[src/rtl/ntt_butterfly.sv]
// Radix-2 NTT/INTT butterfly (CT forward / GS inverse) around one shared modular multiplier.
// Twiddles are in the natural domain (plain multiply-then-reduce), so the encoding of 1 is 1.

module mo_mul #(
  parameter int unsigned DATA_WIDTH = 12,
  parameter int unsigned Q          = 3329,
  parameter int unsigned LATENCY    = 3
) (
  input  logic                  clk_i,
  input  logic [DATA_WIDTH-1:0] x_i,
  input  logic [DATA_WIDTH-1:0] y_i,
  output logic [DATA_WIDTH-1:0] p_o
);
  localparam int unsigned PW = 2 * DATA_WIDTH;

  logic [PW-1:0]         prod;
  logic [DATA_WIDTH-1:0] red;
  logic [DATA_WIDTH-1:0] pipe_q [LATENCY];

  always_comb begin
    prod = PW'(x_i) * PW'(y_i);
    red  = DATA_WIDTH'(prod % PW'(Q));
  end

  // Reduction happens in the first stage; the remaining stages only pad out the fixed latency.
  always_ff @(posedge clk_i) begin
    pipe_q[0] <= red;
    for (int i = 1; i < LATENCY; i++) pipe_q[i] <= pipe_q[i-1];
  end

  assign p_o = pipe_q[LATENCY-1];
endmodule

module ntt_butterfly #(
  parameter int unsigned DATA_WIDTH  = 12,
  parameter int unsigned Q           = 3329,
  parameter int unsigned MUL_LATENCY = 3
) (
  input  logic                  clk,
  input  logic                  rst,
  input  logic                  in_valid,
  output logic                  in_ready,
  input  logic                  mode,
  input  logic [DATA_WIDTH-1:0] a,
  input  logic [DATA_WIDTH-1:0] b,
  input  logic [DATA_WIDTH-1:0] w,
  output logic                  out_valid,
  output logic [DATA_WIDTH-1:0] out0,
  output logic [DATA_WIDTH-1:0] out1
);
  localparam int unsigned L  = MUL_LATENCY + 1;
  localparam int unsigned DW = DATA_WIDTH;
  localparam logic [DW:0] QX = Q[DW:0];

  typedef enum logic {RUN, DRAIN} state_e;

  state_e       state_q, state_d;
  logic         curMode_q, curMode_d;
  logic [L:1]   vld_q;
  logic [L:1]   gs_q;
  logic         busy, modeClash, inFire;

  logic [DW-1:0] aDly_q [MUL_LATENCY];
  logic [DW-1:0] sDly_q [MUL_LATENCY];
  logic [DW-1:0] gsSum_q, gsDiff_q, gsW_q;
  logic [DW-1:0] ctSum_q, ctDiff_q;
  logic [DW-1:0] hold0_q, hold1_q;
  logic [DW-1:0] mulX, mulY, mulP;

  function automatic logic [DW-1:0] modAdd(input logic [DW-1:0] x, input logic [DW-1:0] y);
    logic [DW:0] s;
    s = {1'b0, x} + {1'b0, y};
    if (s >= QX) s = s - QX;
    return s[DW-1:0];
  endfunction

  function automatic logic [DW-1:0] modSub(input logic [DW-1:0] x, input logic [DW-1:0] y);
    logic [DW:0] d;
    d = {1'b0, x} - {1'b0, y};
    if (d[DW]) d = d + QX;
    return d[DW-1:0];
  endfunction

  // The op sitting in the output stage no longer touches the multiplier, so it does not block a mode switch.
  assign busy      = |vld_q[L-1:1];
  assign modeClash = in_valid && (mode != curMode_q) && busy;
  assign inFire    = in_valid && in_ready;

  always_ff @(posedge clk) begin
    if (rst) begin
      state_q   <= RUN;
      curMode_q <= 1'b0;
    end else begin
      state_q   <= state_d;
      curMode_q <= curMode_d;
    end
  end

  always_comb begin
    state_d   = state_q;
    curMode_d = curMode_q;
    case (state_q)
      RUN: begin
        if (modeClash)     state_d   = DRAIN;
        else if (in_valid) curMode_d = mode;
      end
      DRAIN: begin
        if (!busy) begin
          state_d   = RUN;
          curMode_d = mode;
        end
      end
      default: state_d = RUN;
    endcase
  end

  always_comb begin
    in_ready = (state_q == RUN) && !modeClash;
  end

  always_ff @(posedge clk) begin
    if (rst) begin
      vld_q <= '0;
      gs_q  <= '0;
    end else begin
      vld_q <= {vld_q[L-1:1], inFire};
      gs_q  <= {gs_q[L-1:1], mode};
    end
  end

  // CT uses the multiplier on its issue cycle, GS one cycle later once a-b is registered.
  always_comb begin
    mulX = b;
    mulY = w;
    if (vld_q[1] && gs_q[1]) begin
      mulX = gsDiff_q;
      mulY = gsW_q;
    end
  end

  mo_mul #(
    .DATA_WIDTH(DATA_WIDTH),
    .Q         (Q),
    .LATENCY   (MUL_LATENCY)
  ) u_mul (
    .clk_i(clk),
    .x_i  (mulX),
    .y_i  (mulY),
    .p_o  (mulP)
  );

  always_ff @(posedge clk) begin
    aDly_q[0] <= a;
    sDly_q[0] <= gsSum_q;
    for (int i = 1; i < int'(MUL_LATENCY); i++) begin
      aDly_q[i] <= aDly_q[i-1];
      sDly_q[i] <= sDly_q[i-1];
    end
    gsSum_q  <= modAdd(a, b);
    gsDiff_q <= modSub(a, b);
    gsW_q    <= w;
    ctSum_q  <= modAdd(aDly_q[MUL_LATENCY-1], mulP);
    ctDiff_q <= modSub(aDly_q[MUL_LATENCY-1], mulP);
  end

  // GS results come straight off the multiplier; hold registers keep the last result between pulses.
  always_comb begin
    out_valid = vld_q[L];
    out0      = hold0_q;
    out1      = hold1_q;
    if (vld_q[L]) begin
      if (gs_q[L]) begin
        out0 = sDly_q[MUL_LATENCY-1];
        out1 = mulP;
      end else begin
        out0 = ctSum_q;
        out1 = ctDiff_q;
      end
    end
  end

  always_ff @(posedge clk) begin
    if (rst) begin
      hold0_q <= '0;
      hold1_q <= '0;
    end else if (vld_q[L]) begin
      hold0_q <= out0;
      hold1_q <= out1;
    end
  end
endmodule

[config.mk]
export PLATFORM = sky130hd
export DESIGN_NAME = ntt_butterfly
export DESIGN_NICKNAME = d
export VERILOG_FILES = /design/src/rtl/ntt_butterfly.sv
export SDC_FILE = /design/constraint.sdc
export NUM_CORES = 1
export LEC_CHECK = 0
export BUFFER_PORTS_ARGS = -buffer_cell sky130_fd_sc_hd__buf_2
export CAP_MARGIN = 20
export CORE_AREA = 2 2 200 202
export DETAILED_ROUTE_END_ITERATION = 7
export DIE_AREA = 0 0 202 204
export GPL_ROUTABILITY_DRIVEN = 0
export GPL_TIMING_DRIVEN = 0
export PLACE_DENSITY = 0.67
export SETUP_SLACK_MARGIN = 0.1
export SKIP_LAST_GASP = 1
export SLEW_MARGIN = 20
export SYNTH_ARGS = -nofsm -noshare
export SYNTH_HDL_FRONTEND = slang
export SYNTH_SLANG_ARGS = --single-unit
[constraint.sdc]
create_clock -name clk -period 31.4 [get_ports clk]
set_input_delay 3.14 -clock clk [delete_from_list [all_inputs] [get_ports clk]]
set_output_delay 3.14 -clock clk [all_outputs]
set_load 0.02 [all_outputs]
# Word level (Yosys, flattened, before mapping)
# Memories as Yosys holds them, arrays and structs flattened.
# Index checks and enable logic that the tools add are counted.
dict set report op_classes {
  multipliers 1
  reduce_logical 8
  n_addsub 8
  bitwise 1
  order_cmp 2
  div_mod_pow 1
  n_eq_ne 4
  muxes 17
  shift 0
}
# op count
set op_table {}
lappend op_table {{12-bit two-way mux} 10}
lappend op_table {{12-bit by 12-bit adder with 13-bit output} 2}
lappend op_table {{13-bit by 12-bit greater-or-equal comparator with 1-bit output, second input constant} 2}
lappend op_table {{12-bit by 12-bit subtractor with 13-bit output} 2}
lappend op_table {{12-bit adder, second input constant} 2}
lappend op_table {{24-bit by 12-bit remainder unit with 24-bit output, second input constant} 1}
lappend op_table {{12-bit by 12-bit multiplier with 24-bit output} 1}
lappend op_table {{12-bit subtractor, second input constant} 2}
lappend op_table {{2-bit inequality test, second input constant} 3}
lappend op_table {{1-bit logical AND} 5}
lappend op_table {{1-bit two-way mux} 5}
lappend op_table {{1-bit one-hot mux with 2 select lines} 2}
lappend op_table {{3-bit AND reduction} 1}
lappend op_table {{3-bit OR reduction} 1}
lappend op_table {{1-bit zero test} 1}
lappend op_table {{1-bit inequality test} 1}
lappend op_table {{1-bit inverter} 1}
dict set report word_totals {
  word_cells 56
  output_inout_bits 26
  mem_bits_rw 108
  memories 3
  input_bits 40
  ff_bits 94
  rom_bits 0
  latchBits 0
}
# name words word_bits rd rd_ports_with_merged_regs wr line
set mem_list {}
lappend mem_list {aDly_q 3 12 3 0 3 63} ;# logic [DW-1:0] aDly_q [MUL_LATENCY];
lappend mem_list {sDly_q 3 12 3 0 3 64} ;# logic [DW-1:0] sDly_q [MUL_LATENCY];
lappend mem_list {u_mul.pipe_q 3 12 3 0 3 18} ;# logic [DATA_WIDTH-1:0] pipe_q [LATENCY];

# Depth between registers and ports, before layout
dict set report logic_depth {
  word_depth 6
  depth_mapped 75
  mapped_depth_nobuf 64
}

# Hierarchy
# Synthesis repeated with hierarchy kept, for this count alone.
dict set report unflattened {
  cells_unflattened 2387
  area_unflattened_um2 19917.9
}
# module area_per_inst_um2 seq_area_each_um2 instances cells_per_inst
set modules_own_cells {}
lappend modules_own_cells {mo_mul 11977.7 720.7 1 1565}
lappend modules_own_cells {ntt_butterfly 7940.1 3323.2 1 822}

# Worst setup path before layout
# OpenSTA, ideal clock, no wires.
dict set report synth_path {
  path_type {input to register}
  start {input port w[5]}
  end {memory u_mul.pipe_q[0][11]}
  stages 70
  required_time_ns 31.321
  arrival_ns 19.965
  setup_ns 0.079
  path_slack_ns 11.355
  n_path_buf 7
  cell_sequence {mux2_2 > clkbuf_1 > nand2_1 > fa_1 > inv_1 > fa_1 > inv_1 > fa_1 > inv_1 > fa_1 > inv_1 > fa_1 > inv_1 > ha_1 > buf_4 > a21oi_1 > o21a_1 > o21a_1 > (+34 left out) > buf_4 > a211o_2 > a21oi_4 > o21ai_0 > xnor2_1 > inv_1 > ha_1 > a2111oi_2 > nand4b_1 > a21oi_1 > xnor2_1 > ha_1 > inv_1 > a221oi_2 > nand4_1 > a311oi_4 > o21ba_1 > a22oi_1}
}
# element line
set synth_rtl {}
lappend synth_rtl {{start, declared} 46} ;# input logic [DATA_WIDTH-1:0] w,
lappend synth_rtl {{end, declared} 18}

==> flow_results.org <==
** Global route
- Pin count of the biggest net entering global routing :: 17
- The number of antenna violations at the first check in global routing was 3.
- The first global-routing pass estimated 79,900 µm of wire.
- Number of global-route vias before repair :: 16.7k
- Total global-route track usage :: 23.0%
- Global routing finished with a remaining overflow of 0.

** Clock tree
- In this run the number of H-tree levels came out at 1.
- Insertion delay of the later-clocked pin in the worst-skew pair :: 0.49 ns
- After clock tree synthesis, the clock-pin slew on the worst setup and hold paths is 0.06 ns.
- In this run, CTS created clock tree buffers numbering 20.
- Number of buffers between clock root and the deepest sink :: 3
- CTS saw 202 sinks.
- TritonCTS built the clock tree.
- Post-CTS Repair Setup Buffers :: 0
- In this run, post-CTS hold repair placed 0 buffers.
- Number of cells upsized or downsized after cts :: 0
- Buffer type at the clock tree root :: sky130_fd_sc_hd__clkbuf_16

** Finish
- Area Growth Syn to Fin :: 8.52%
- Leaving out fill and tap cells, the most frequent cell in the layout is sky130_fd_sc_hd__nor2_1.
- Commonest cells after routing, fill and taps aside :: sky130_fd_sc_hd__nor2_1 (210), sky130_fd_sc_hd__dfxtp_1 (202), sky130_fd_sc_hd__nand2_1 (200), sky130_fd_sc_hd__inv_1 (190), sky130_fd_sc_hd__a21oi_1 (135)
- Fin nets :: 2,614
- Cells with a size suffix above 1 make up 11.3% of the layout.

** Worst setup path
- Worst Path Max Fanout :: 10
- The slowest stage of the critical path belongs to the cell sky130_fd_sc_hd__a21oi_1.
- Nature of the critical path endpoint :: flop
- Category of the worst setup path launch point :: input pin
- Classification of the worst setup path :: in -> reg
- Endpoint required time on the critical path :: 31.78 ns
- Crit path arrival time :: 23.47 ns
- Slowest Stage Delay on Critical Path :: 0.62 ns

** STA
- Headroom to the max-slew limit came out at 31.8%.
- The final-report max-slew violation count came to 0.
- For the finished layout, the period the worst path requires is 23.09 ns.
- Number of endpoints failing setup at the final stage :: 0
- Setup repair after global routing left no endpoint under its margin.
- Derived from the worst setup path, the maximum achievable clock frequency is 43.3 MHz.
- Final hold violations :: 0
- Of the available clock period, the critical path in the final layout requires 73.5%.
- Actual slew at the worst max-slew pin :: 0.995 ns
- Worst-case clock skew :: 0.0139 ns
- Setup total negative slack on the finished layout was measured at 0 ns.

** Floorplanning
- Measured along the x axis, the die boundary spans 202 µm.
- For this configuration, the core starts out at a cell density of 49.1%.
- The die covers 41,200 µm².
- In this run the vertical extent of the chip is 204 µm.
- For this design the top-level I/O count stands at 66.
- After floorplanning, the core was divided into 73 placement rows.
- After floorplanning, the core was sized to cover 39,200 µm².

** Drt
- The detailed router placed 16.8k vias in this run.
- Total Wirelength :: 47,500 µm
- Number of routed nets with antenna violations :: 0
- In the routed design, unresolved DRC markers number 0.
- The first detailed-routing pass ran for 7 iterations.
- Dividing the detail-routed wire length by the instance count gives 16.4 µm.
- Using the TritonRoute via totals, the vias-per-cell ratio works out to 5.81.
- Number of DRC violations after detailed-routing iteration 0 :: 872

** Run
- Max-cap violations in this run came to 0.

** Synthesis
- Synth async-reset ratio :: 0%
- After synthesis, flip-flops and latches occupy 21.0% of the total area.
- Area fraction of the dominant cell type after synthesis :: 21.0%
- Cell type contributing the most total cell area after synthesis :: sky130_fd_sc_hd__dfxtp_1
- Yosys printed 0 warnings.
- Netlist cell types :: 131
- The synthesized netlist occupies a cell area of 19,200 µm².
- Net Count, Synth :: 2,527
- Yosys attributes the largest share of cell area to sky130_fd_sc_hd__dfxtp_1 (21%), sky130_fd_sc_hd__fa_1 (11%), sky130_fd_sc_hd__ha_1 (7.8%).
- The most used flip-flop cell after synthesis is sky130_fd_sc_hd__dfxtp_1.
- Synth Instances :: 2,263
- Avg Cell Area, Syn :: 8.49 µm²
- Flip-flop and latch count after synthesis :: 202
- Number of enable flip-flop cells after synthesis :: 0

** Placement
- Detail Placement HPWL :: 38,800 µm
- In this run the tool buffered the top-level ports with 65 buffer cells.

** Run status
- Status :: finished, final reports clean

** Worst hold path
- The tightest min-delay check is of the reg -> reg type.
[cell families after synthesis]
| group | after synthesis | synth area share, % |
|---|---|---|
| adders and majority gates | 229 | 18.9 |
| AOI/OAI and AO/OA | 565 | 22.3 |
| muxes | 90 | 4.95 |
| xor gates and xnor gates | 172 | 7.95 |
| DFF | 202 | 21.0 |
| buffers and inverters | 256 | 5.44 |
| and+or+nand+nor | 749 | 19.4 |
[synth_stat cells (all sizes together), types with 27 or more instances]
master / instances
ha: 120
inv: 190
xor2: 43
nand2: 203
nand4: 27
o21ai: 94
mux2: 34
fa: 104
clkbuf: 36
a21oi: 144
nor2: 210
buf: 30
and2: 38
a211oi: 31
nand3: 54
dfxtp: 202
mux2i: 56
a21o: 32
nor3: 45
xnor2: 129
nor2b: 41
[worst paths after layout]
path	end	depth (start not counted)	slack [ns]	start
worst max-delay path	u_mul.pipe_q[0][11]$_DFF_P_	66	8.31	w[5]
worst min-delay path	u_mul.pipe_q[0][35]$_DFF_P_	0	0.32	u_mul.pipe_q[0][23]$_DFF_P_
worst max register to register	u_mul.pipe_q[0][11]$_DFF_P_	63	9.50	vld_q[1]$_SDFF_PP0_
worst min register to register	u_mul.pipe_q[0][35]$_DFF_P_	0	0.32	u_mul.pipe_q[0][23]$_DFF_P_
[metal layers]
layer	global-route usage (%)	routed length, µm	up-vias
met5	0	0	-
met4	8.01	1270	0
met3	1.66	1880	88
met2	42.7	24200	478
met1	27.8	20100	8058
li1	-	-	8164
[cell type report]
| cell class | instances | area (µm²) |
|---|---|---|
| diodes | 1 | 2.50 |
| multi-input cells | 1805 | 14100 |
| fillers | 3604 | 18300 |
| well taps | 525 | 657 |
| clock inverters | 11 | 93.8 |
| flip-flops and latches | 202 | 4040 |
| repair buffers | 65 | 325 |
| inverters | 190 | 713 |
| plain buffers | 66 | 333 |
| clock buffers | 24 | 546 |
[worst max-delay path: cells and delay by family]
| family | cells | cell delay, ns |
|---|---|---|
| AOI/OAI and AO/OA | 26 | 9.21 |
| adders and majority gates | 9 | 3.78 |
| and+or+nand+nor | 14 | 3.49 |
| buffers and inverters | 10 | 1.52 |
| xor gates and xnor gates | 4 | 1.29 |
| muxes | 3 | 1.01 |
[through the flow]
step | worst slack [ns] | hold slack (ns) | util [%] | area (µm²) | cells
2_1_floorplan | 11.36 | 0.310 | - | 19200 | 2263
3_3_place_gp | 8.38 | 0.310 | 51.6 | 20200 | 2853
3_5_place_dp | 8.14 | 0.312 | 51.6 | 20200 | 2853
4_1_cts | 8.59 | 0.322 | 53.2 | 20800 | 2888
5_1_grt | 6.70 | 0.330 | 53.2 | 20900 | 2889
6_report | 8.31 | 0.324 | 53.2 | 20900 | 2889
[registers in the layout, indices dropped and copies added (netlist names)]
signal        count
gsW_q            12
state_q           1
curMode_q         1
sDly_q           36
gs_q              4
vld_q             4
aDly_q           36
gsSum_q          12
hold1_q          12
gsDiff_q         12
u_mul.pipe_q     36
hold0_q          12
ctDiff_q         12
ctSum_q          12
Power is left out: the tool's default activity adds up to more than one toggle a clock period on the data nets, which glitch-free logic cannot reach.
